File: src/rtl/clk_mon_pkg.sv
`default_nettype none
// +-----------------------------------------------------------------------------+
// | clk_mon_pkg : shared constants and state encoding for clk_edge_monitor       |
// | Revision    : 1.0                                                            |
// +-----------------------------------------------------------------------------+
package clk_mon_pkg;

  localparam int C_CNT_W       = 16;
  localparam int C_SYNC_STAGES = 2;
  localparam int C_FILT_LEN    = 3;

  localparam logic [C_CNT_W-1:0] C_CNT_MAX = '1;

  typedef enum logic [1:0] {
    ST_IDLE = 2'd0,
    ST_HIGH = 2'd1,
    ST_LOW  = 2'd2
  } mon_state_e;

  // Plain-vector encodings of the enum for register-level use.
  localparam logic [1:0] C_ST_IDLE = 2'(ST_IDLE);
  localparam logic [1:0] C_ST_HIGH = 2'(ST_HIGH);
  localparam logic [1:0] C_ST_LOW  = 2'(ST_LOW);

endpackage
`default_nettype wire

File: src/rtl/clk_mon_sync.sv
`default_nettype none
// +-----------------------------------------------------------------------------+
// | clk_mon_sync : synchronizer, optional glitch filter, and edge detector       |
// | Optional     : GLITCH_FILTER_EN enables the FILT_LEN-sample level filter     |
// | Revision     : 1.0                                                           |
// +-----------------------------------------------------------------------------+
module clk_mon_sync
  import clk_mon_pkg::*;
#(
  parameter int SYNC_STAGES = C_SYNC_STAGES,
  parameter int FILT_LEN    = C_FILT_LEN
) (
  input  logic clk,
  input  logic rst_n,
  input  logic sig_in,
  output logic level,
  output logic rise,
  output logic fall
);

  if (SYNC_STAGES < 2 || FILT_LEN < 1) begin : g_param_check
    $error("clk_mon_sync: SYNC_STAGES must be >= 2 and FILT_LEN >= 1");
  end

  logic [SYNC_STAGES-1:0] r_sync;
  logic                   w_sig_s;
  logic                   w_level;
  logic                   r_sig_d;

  always_ff @(posedge clk or negedge rst_n) begin
    if (!rst_n) begin
      r_sync <= '0;
    end else begin
      r_sync <= {r_sync[SYNC_STAGES-2:0], sig_in};
    end
  end

  assign w_sig_s = r_sync[SYNC_STAGES-1];

`ifdef GLITCH_FILTER_EN
  localparam int FCNT_W = (FILT_LEN > 1) ? $clog2(FILT_LEN) : 1;
  localparam logic [FCNT_W-1:0] C_FILT_LAST = FCNT_W'(FILT_LEN - 1);
  localparam logic [FCNT_W-1:0] C_FONE      = FCNT_W'(1);

  logic              r_acc;
  logic [FCNT_W-1:0] r_fcnt;

  // Any sample agreeing with the accepted level restarts the run count.
  always_ff @(posedge clk or negedge rst_n) begin
    if (!rst_n) begin
      r_acc  <= 1'b0;
      r_fcnt <= '0;
    end else if (w_sig_s != r_acc) begin
      if (r_fcnt == C_FILT_LAST) begin
        r_acc  <= w_sig_s;
        r_fcnt <= '0;
      end else begin
        r_fcnt <= r_fcnt + C_FONE;
      end
    end else begin
      r_fcnt <= '0;
    end
  end

  assign w_level = r_acc;
`else
  assign w_level = w_sig_s;
`endif

  always_ff @(posedge clk or negedge rst_n) begin
    if (!rst_n) begin
      r_sig_d <= 1'b0;
    end else begin
      r_sig_d <= w_level;
    end
  end

  assign level = w_level;
  assign rise  = w_level & ~r_sig_d;
  assign fall  = ~w_level & r_sig_d;

endmodule
`default_nettype wire

File: src/rtl/clk_edge_monitor.sv
`default_nettype none
// +-----------------------------------------------------------------------------+
// | clk_edge_monitor : measures period and high time of an external square wave  |
// | Optional         : GLITCH_FILTER_EN (glitch filter inside clk_mon_sync)      |
// | Revision         : 1.0                                                       |
// +-----------------------------------------------------------------------------+
module clk_edge_monitor
  import clk_mon_pkg::*;
#(
  parameter int CNT_W       = C_CNT_W,
  parameter int SYNC_STAGES = C_SYNC_STAGES,
  parameter int FILT_LEN    = C_FILT_LEN
) (
  input  logic             clk,
  input  logic             rst_n,
  input  logic             sig_in,
  input  logic             clear,
  output logic             led_out,
  output logic [CNT_W-1:0] period,
  output logic [CNT_W-1:0] high_time,
  output logic             meas_valid,
  output logic             timeout,
  output logic             busy
);

  localparam logic [CNT_W-1:0] C_MAX = '1;
  localparam logic [CNT_W-1:0] C_ONE = CNT_W'(1);

  logic             w_level;
  logic             w_rise;
  logic             w_fall;
  logic             w_active;
  logic [CNT_W-1:0] w_meas_high;

  logic [1:0]       r_state;
  logic [CNT_W-1:0] r_cnt;
  logic [CNT_W-1:0] r_hcap;
  logic [CNT_W-1:0] r_period;
  logic [CNT_W-1:0] r_high;
  logic             r_valid;
  logic             r_timeout;
  logic             r_led;

  clk_mon_sync #(
    .SYNC_STAGES (SYNC_STAGES),
    .FILT_LEN    (FILT_LEN)
  ) u_sync (
    .clk    (clk),
    .rst_n  (rst_n),
    .sig_in (sig_in),
    .level  (w_level),
    .rise   (w_rise),
    .fall   (w_fall)
  );

  always_ff @(posedge clk or negedge rst_n) begin
    if (!rst_n) begin
      r_led <= 1'b0;
    end else begin
      r_led <= w_level;
    end
  end

  assign w_active = (r_state == C_ST_HIGH) || (r_state == C_ST_LOW);
  // A rise while still HIGH means the fall was never seen: high time = whole period.
  assign w_meas_high = (r_state == C_ST_HIGH) ? r_cnt : r_hcap;

  always_ff @(posedge clk or negedge rst_n) begin
    if (!rst_n) begin
      r_state   <= C_ST_IDLE;
      r_cnt     <= '0;
      r_hcap    <= '0;
      r_period  <= '0;
      r_high    <= '0;
      r_valid   <= 1'b0;
      r_timeout <= 1'b0;
    end else begin
      r_valid <= 1'b0;
      if (clear) begin
        r_state   <= C_ST_IDLE;
        r_cnt     <= '0;
        r_hcap    <= '0;
        r_period  <= '0;
        r_high    <= '0;
        r_timeout <= 1'b0;
      end else if (w_active && w_rise) begin
        // Measurement beats saturation when both land in the same cycle.
        r_period  <= r_cnt;
        r_high    <= w_meas_high;
        r_valid   <= 1'b1;
        r_timeout <= 1'b0;
        r_cnt     <= C_ONE;
        r_state   <= C_ST_HIGH;
      end else if (w_active && (r_cnt == C_MAX)) begin
        r_timeout <= 1'b1;
        r_cnt     <= '0;
        r_state   <= C_ST_IDLE;
      end else begin
        case (r_state)
          C_ST_IDLE: begin
            if (w_rise) begin
              r_cnt   <= C_ONE;
              r_state <= C_ST_HIGH;
            end
          end
          C_ST_HIGH: begin
            r_cnt <= r_cnt + C_ONE;
            if (w_fall) begin
              r_hcap  <= r_cnt;
              r_state <= C_ST_LOW;
            end
          end
          C_ST_LOW: begin
            r_cnt <= r_cnt + C_ONE;
          end
          default: begin
            r_cnt   <= '0;
            r_state <= C_ST_IDLE;
          end
        endcase
      end
    end
  end

  assign led_out    = r_led;
  assign period     = r_period;
  assign high_time  = r_high;
  assign meas_valid = r_valid;
  assign timeout    = r_timeout;
  assign busy       = (r_state != C_ST_IDLE);

endmodule
`default_nettype wire

File: config.mk
export PLATFORM = sky130hd
export DESIGN_NAME = clk_edge_monitor
export DESIGN_NICKNAME = d
export VERILOG_FILES = /design/src/rtl/clk_mon_pkg.sv /design/src/rtl/clk_mon_sync.sv /design/src/rtl/clk_edge_monitor.sv
export SDC_FILE = /design/constraint.sdc
export NUM_CORES = 1
export LEC_CHECK = 0
export BUFFER_PORTS_ARGS = -buffer_cell sky130_fd_sc_hd__buf_2
export CORE_UTILIZATION = 52
export CTS_BUF_LIST = sky130_fd_sc_hd__clkbuf_8
export CTS_CLUSTER_DIAMETER = 100
export DETAILED_ROUTE_END_ITERATION = 10
export PLACE_DENSITY_LB_ADDON = 0.05
export RECOVER_POWER = 50
export SYNTH_ARGS = -nofsm -noshare
export SYNTH_HDL_FRONTEND = slang
export SYNTH_SLANG_ARGS = --single-unit
File: constraint.sdc
create_clock -name clk -period 3.1 [get_ports clk]
set_clock_uncertainty 0.1 [all_clocks]
set_input_delay 0.62 -clock clk [delete_from_list [all_inputs] [get_ports clk]]
set_output_delay 0.62 -clock clk [all_outputs]
set_load 0.01 [all_outputs]
==> results.py, run 1 <==
metrics = {
    "detailed_routing": {
        "routedWlPerCell_um": 18.0,
        "routed-via-count": 2452,
        "dr.pass1.iters": 4,
        "drc": 0,
        "via_per_inst": 5.89,
        "finalWirelength_um": 7490,
        "postRouteAntennaNets": 0,
        "dr.first_iter.drc_count": 153,
    },
    "placement": {
        "pre_cts_slack_ns": 0.605,
        "gp_congestion": 0.796,
        "dp_hpwl_um": 4850,
        "io_buffers": 39,
    },
    "yosys": {
        "postSynthCellCount": 309,
        "yosys_most_used_dff": "dfrtp_1",
        "synthAdderAreaFrac_pct": 2.60,
        "synth_compound_area_share_pct": 18.1,
        "syn-cell-area_sq_um": 3370,
        "avgSynthCellArea_sq_um": 10.9,
        "synthSimpleGateAreaFrac_pct": 13.3,
        "synthArstFlopShare_pct": 100,
        "synth_xor_area_share_pct": 0,
        "synth.mux.area_fraction_pct": 8.91,
        "synth_area_leaders": "dfrtp_1 (53%), mux2i_1 (8.9%), a22o_1 (4.2%)",
        "yosys.area.top_type": "dfrtp_1",
        "ys_seq_area_share_pct": 52.7,
        "synth_top_family_by_area": "compound AO/OA/AOI/OAI gates",
        "synth_edf_count": 0,
        "synth_top_area_share_pct": 52.7,
        "ys_ff_latch": 71,
        "synth.yosys.warnings": 0,
        "synth_fp_nets": 320,
        "synth_cell_type_count": 48,
    },
    "timing": {
        "setup_viol": 0,
        "finalHoldViolations": 0,
        "fin_crit_ns": 2.55,
        "whs_ns": 0.259,
        "rsz0062_at_grt": "no",
        "tightest_slew_ns": 1.71,
        "setup_slack_ns": 0.549,
        "relSlewSlack_pct": -13.8,
        "fin_tns_setup_ns": 0,
        "drv_slew": 72,
        "period_share_pct": 82.3,
        "max_freq_ghz": 0.392,
    },
    "cells_and_area": {
        "final_common_cell": "dfrtp_1",
        "area_growth_pct": 12.5,
        "multi_input_area_sq_um": 1460,
        "ff_latch_area_sq_um": 1780,
        "drive_gt1_share_pct": 15.5,
        "n_antenna_cell": 0,
        "nets": 347,
        "nFillCells": 511,
        "final_cell_mix": "dfrtp_1 (71), mux2i_1 (30), nand2_1 (28)",
    },
    "worst_setup_path": {
        "reg2reg_from": "r_state[0]",
        "regToRegEndpoint": "r_cnt[15]",
        "crit_type": "reg -> reg",
        "cp.arrival_ns": 2.72,
        "cpPeakStageDelay_ns": 0.50,
        "ff2ff_path_depth": 7,
        "crit_slowest_cell": "or4_1",
        "crit_chain": "inv_1 > ha_1 > nand2b_1 > nor4_4 > a21bo_1 > or4_1 > nand3_1",
        "cpLargestDelayFamily": "simple AND/OR/NAND/NOR gates",
        "ff2ff_setup_slack_ns": 0.55,
        "crit_fanout": 9,
        "critical_path_buf_inv_count": 1,
        "crit_path_start_kind": "flip-flop",
        "end_kind": "flip-flop",
        "critPathRequiredTime_ns": 3.27,
    },
    "global_route": {
        "antenna_found_initial": 0,
        "grt_max_degree": 72,
        "grt_pass1_vias": 2191,
        "grt_use_total_pct": 23.6,
        "grt_pass1_wl_um": 11500,
        "grt_overflow": 0,
    },
    "clock_tree": {
        "clk_pin_slew_worst_paths_ns": 0.07,
        "cts_buffer_depth": 2,
        "cts-hold-fix-buffers": 0,
        "clock-sinks": 71,
        "htree_levels": 3,
        "cts_tree": "built",
        "insertion_delay_ns": 0.34,
        "cts_buffers": 9,
        "root_buffer": "clkbuf_8",
        "cts_resized": 0,
        "postCtsSetupBuffers": 0,
    },
    "power": {
        "vdd_drop_max_mv": 0.532,
        "power.density_nw_per_um2": 639,
        "leakage_nw": 1.80,
        "power_mw": 2.42,
    },
    "outcome": {
        "status": "finished with violations",
        "failed_checks": "max-capacitance violations, max-slew violations",
    },
    "floorplanning": {
        "core_region_area_sq_um": 6100,
        "io_pins": 40,
        "die_height_um": 82.5,
        "fp.dieW_um": 82.5,
        "dieArea_sq_um": 6810,
        "start_util_pct": 55.3,
        "row_count": 28,
    },
    "min_path": {
        "hold-path-cell-count": 0,
        "min-delay-start": "u_sync.r_sync[0]",
        "worstHoldEndpoint": "u_sync.r_sync[1]",
        "min_path_type": "reg -> reg",
    },
    "job": {
        "cap_violations": 1,
    },
}
## synth_stat cells (2+ instances only)
cell,number
a21o_1,9
a21oi_1,6
a21oi_2,2
a22o_1,16
a31oi_1,2
and2_1,2
and3_1,3
buf_1,2
buf_2,8
clkbuf_1,15
dfrtp_1,71
ha_1,7
inv_1,7
mux2i_1,30
nand2_1,28
nand2b_1,2
nand3_1,9
nand4_1,4
nor2_1,20
nor3_1,7
nor4_4,2
o211ai_1,2
o21a_1,3
o21ai_0,5
o21ai_1,3
o221a_1,2
o22ai_1,2
o31ai_1,18
or3_1,2
or4_1,2
## per-stage QoR
stage / util, % / cell area, sq um / std cells
after detailed placement: 58.9 / 3590 / 400
final: 62.2 / 3790 / 416
after global routing: 62.2 / 3790 / 416
after global placement: 58.9 / 3590 / 400
after floorplan: - / 3370 / 309
after CTS: 62.6 / 3810 / 416
## how the worst max path moves through the flow
stage,endpoint,from,cells after the start,slack [ns]
after CTS,r_cnt[15],r_state[0],7,0.57
after global placement,r_cnt[15],r_state[0],7,0.61
after floorplan,r_cnt[15],clear,7,0.86
after global routing,r_cnt[8],r_state[1],6,0.34
after detailed placement,r_cnt[15],r_state[0],7,0.60
final,r_cnt[15],r_state[0],7,0.55
## where the power goes
group	switching, mW	internal, mW	total (mW)
Sequential	0.0400	0.965	1.01
Clock	0.347	0.472	0.819
Combinational	0.383	0.217	0.600
Total	0.770	1.65	2.42
## flip-flops by register name, summed over array words and instances, names as in the netlist
signal          cells
high_time          16
period             16
r_cnt              16
r_hcap             16
r_state             2
u_sync.r_sync       2
meas_valid          1
timeout             1
u_sync.r_sig_d      1
## worst register-to-register path: cells and delay by family (launching register included)
family,cells,cell delay [ns]
flops,1,0.40
compound gates,1,0.37
fa+ha+maj,1,0.43
simple gates,4,1.07
buf+inv,1,0.11
## kinds of logic after synthesis
group	count (synthesis)
AND/OR/NAND/NOR	87
AO/OA/AOI/OAI	80
flip-flops	71
buffers and inverters	34
multiplexers	30
adder cells (fa/ha/maj)	7
## routing by layer
metal	global-route usage, %	share of wire (%)
met1	35.4	51
met2	33.1	44
met5	0	0
met3	4.95	4.0
met4	9.48	1.2
## area by class of cell
cell class | instances | area share, %
multi-input combinational | 204 | 38.4
clock inverter | 6 | 2.24
inverter | 7 | 0.693
clock buffer | 10 | 3.63
timing repair buffer | 43 | 5.71
tap | 75 | 2.47
sequential | 71 | 46.8
No activity file was read; power rests on OpenSTA's default activity.
==> run 2: changes to the inputs <==
==> constraint.sdc (replaced) <==
create_clock -name clk -period 2.6 [get_ports clk]
set_clock_uncertainty 0.1 [all_clocks]
set_input_delay 0.52 -clock clk [delete_from_list [all_inputs] [get_ports clk]]
set_output_delay 0.52 -clock clk [all_outputs]
set_load 0.01 [all_outputs]
==> run 2 against run 1 <==
The run now ends clean. Routed wire length up 3.7%. Hold slack worse by 0.082 ns. Sequential share of layout area down 1.0 points. Sequential cell count unchanged. Combinational power up 22%. First-iteration DRC count down 14%. Largest power group unchanged. Highest routed layer unchanged.
==> results.py, run 2 (synthesis gave the netlist of run 1 again) <==
metrics = {
    "detailed_routing": {
        "drc": 0,
        "postRouteAntennaNets": 0,
        "routedWlPerCell_um": 18.3,
        "routed-via-count": 2525,
        "dr.pass1.iters": 4,
        "finalWirelength_um": 7770,
        "via_per_inst": 5.96,
        "dr.first_iter.drc_count": 131,
    },
    "global_route": {
        "use_met2_pct": 37.2,
        "grt_use_met3_pct": 5.82,
        "antenna_found_initial": 0,
        "grt_max_degree": 50,
        "busiest_layer": "met2",
        "grt_overflow": 0,
        "grt_use_total_pct": 25.6,
        "grt_pass1_vias": 2415,
        "grt_pass1_wl_um": 12500,
        "grtUsageMet1_pct": 36.2,
    },
    "timing": {
        "whs_ns": 0.177,
        "relSlewSlack_pct": 11.1,
        "drv_slew": 0,
        "setup_viol": 0,
        "tightest_slew_ns": 1.33,
        "period_share_pct": 94.1,
        "max_freq_ghz": 0.409,
        "rsz0062_at_grt": "yes",
        "setup_slack_ns": 0.155,
        "fin_crit_ns": 2.45,
        "finalHoldViolations": 0,
    },
    "cells_and_area": {
        "final_common_cell": "dfrtp_1",
        "n_antenna_cell": 0,
        "multi_input_area_sq_um": 1460,
        "final_cell_mix": "dfrtp_1 (71), mux2i_1 (30), nand2_1 (28)",
        "layout.cells.non_filler": 424,
        "nFillCells": 522,
        "drive_gt1_share_pct": 17.8,
        "ff_latch_area_sq_um": 1780,
        "nets": 356,
        "utilization_pct": 63.6,
        "area_growth_pct": 15.0,
    },
    "floorplanning": {
        "row_count": 28,
        "start_util_pct": 55.3,
        "dieArea_sq_um": 6810,
        "core_region_area_sq_um": 6100,
        "io_pins": 40,
        "die_height_um": 82.5,
        "fp.dieW_um": 82.5,
    },
    "power": {
        "power.share.clock_pct": 35.0,
        "p_int_mw": 2.06,
        "vdd_drop_max_mv": 0.571,
        "combPwrFrac_pct": 24.6,
        "p_sw_share_pct": 30.9,
        "p_sw_mw": 0.920,
        "p_seq_share_pct": 40.3,
        "power.density_nw_per_um2": 768,
        "leakage_nw": 1.85,
    },
    "placement": {
        "dp_hpwl_um": 5170,
        "io_buffers": 39,
        "dp.cells": 409,
        "gp_congestion": 0.858,
        "pre_cts_slack_ns": 0.0514,
    },
    "min_path": {
        "min_path_type": "in -> reg",
    },
    "job": {
        "cap_violations": 0,
    },
    "clock_tree": {
        "cts_buffers": 9,
        "cts_tree": "built",
        "root_buffer": "clkbuf_8",
        "cts_buffer_depth": 2,
        "clk_pin_slew_worst_paths_ns": 0.07,
        "clock-sinks": 71,
        "insertion_delay_ns": 0.35,
        "postCtsSetupBuffers": 0,
        "htree_levels": 3,
    },
    "outcome": {
        "status": "finished, final reports clean",
    },
    "worst_setup_path": {
        "cp.arrival_ns": 2.61,
        "end_kind": "flip-flop",
        "crit_fanout": 8,
        "crit_path_start_kind": "flip-flop",
        "critPathRequiredTime_ns": 2.77,
        "crit_type": "reg -> reg",
    },
}
## run 2: final timing paths
path,end,cells past startpoint,from,slack [ns]
setup / recovery,r_state[0],6,r_cnt[0],0.15
hold / removal,u_sync.r_sync[0],1,sig_in,0.18
setup reg to reg,r_state[0],6,r_cnt[0],0.15
hold reg to reg,u_sync.r_sync[1],0,u_sync.r_sync[0],0.26
max in group asynchronous,high_time[9],2,rst_n,0.73
min in group asynchronous,high_time[14],1,rst_n,0.35
## run 2: repair_timing
action,in CTS,in global routing
hold buffers,0,0
setup endpoints to repair,0,14
gates resized for setup,0,1
## run 2: stage by stage
stage / TNS [ns] / total power [mW] / area, sq um
after floorplan: 0 / 1.73 / 3370
after detailed placement: 0 / 1.96 / 3660
after CTS: 0 / 3.01 / 3890
after global placement: 0 / 1.95 / 3660
after global routing: -0.0616 / 3.11 / 3870
final: 0 / 2.98 / 3870
## run 2: power groups by stage
stage | clock network (mW) | logic, mW | registers, mW
global placement | 0 | 0.731 | 1.22
CTS | 1.07 | 0.738 | 1.20
finish | 1.04 | 0.734 | 1.20
floorplan | 0 | 0.519 | 1.21
global route | 1.11 | 0.800 | 1.21
detailed placement | 0 | 0.736 | 1.22
## run 2: worst max-delay path: stages, from the launching register on
cell and delay, ns:
dfrtp_1 0.50, ha_1 0.24, nand3_1 0.18, nor4_4 0.59
nand2_1 0.26, a31oi_2 0.27, mux2i_1 0.22
## run 2: layout make-up
class	instances	share of cell area, %
Tap cell	75	2.42
Clock buffer	9	3.20
Multi-Input combinational cell	204	37.8
Timing Repair Buffer	52	7.27
Sequential cell	71	45.9
Inverter	7	0.678
Clock inverter	6	2.81
## run 2: metal layers
layer | wire length (um) | vias to the layer above
met4 | 187 | 0
met2 | 3460 | 60
met3 | 333 | 15
li1 | - | 1205
met5 | 0 | -
met1 | 3780 | 1245
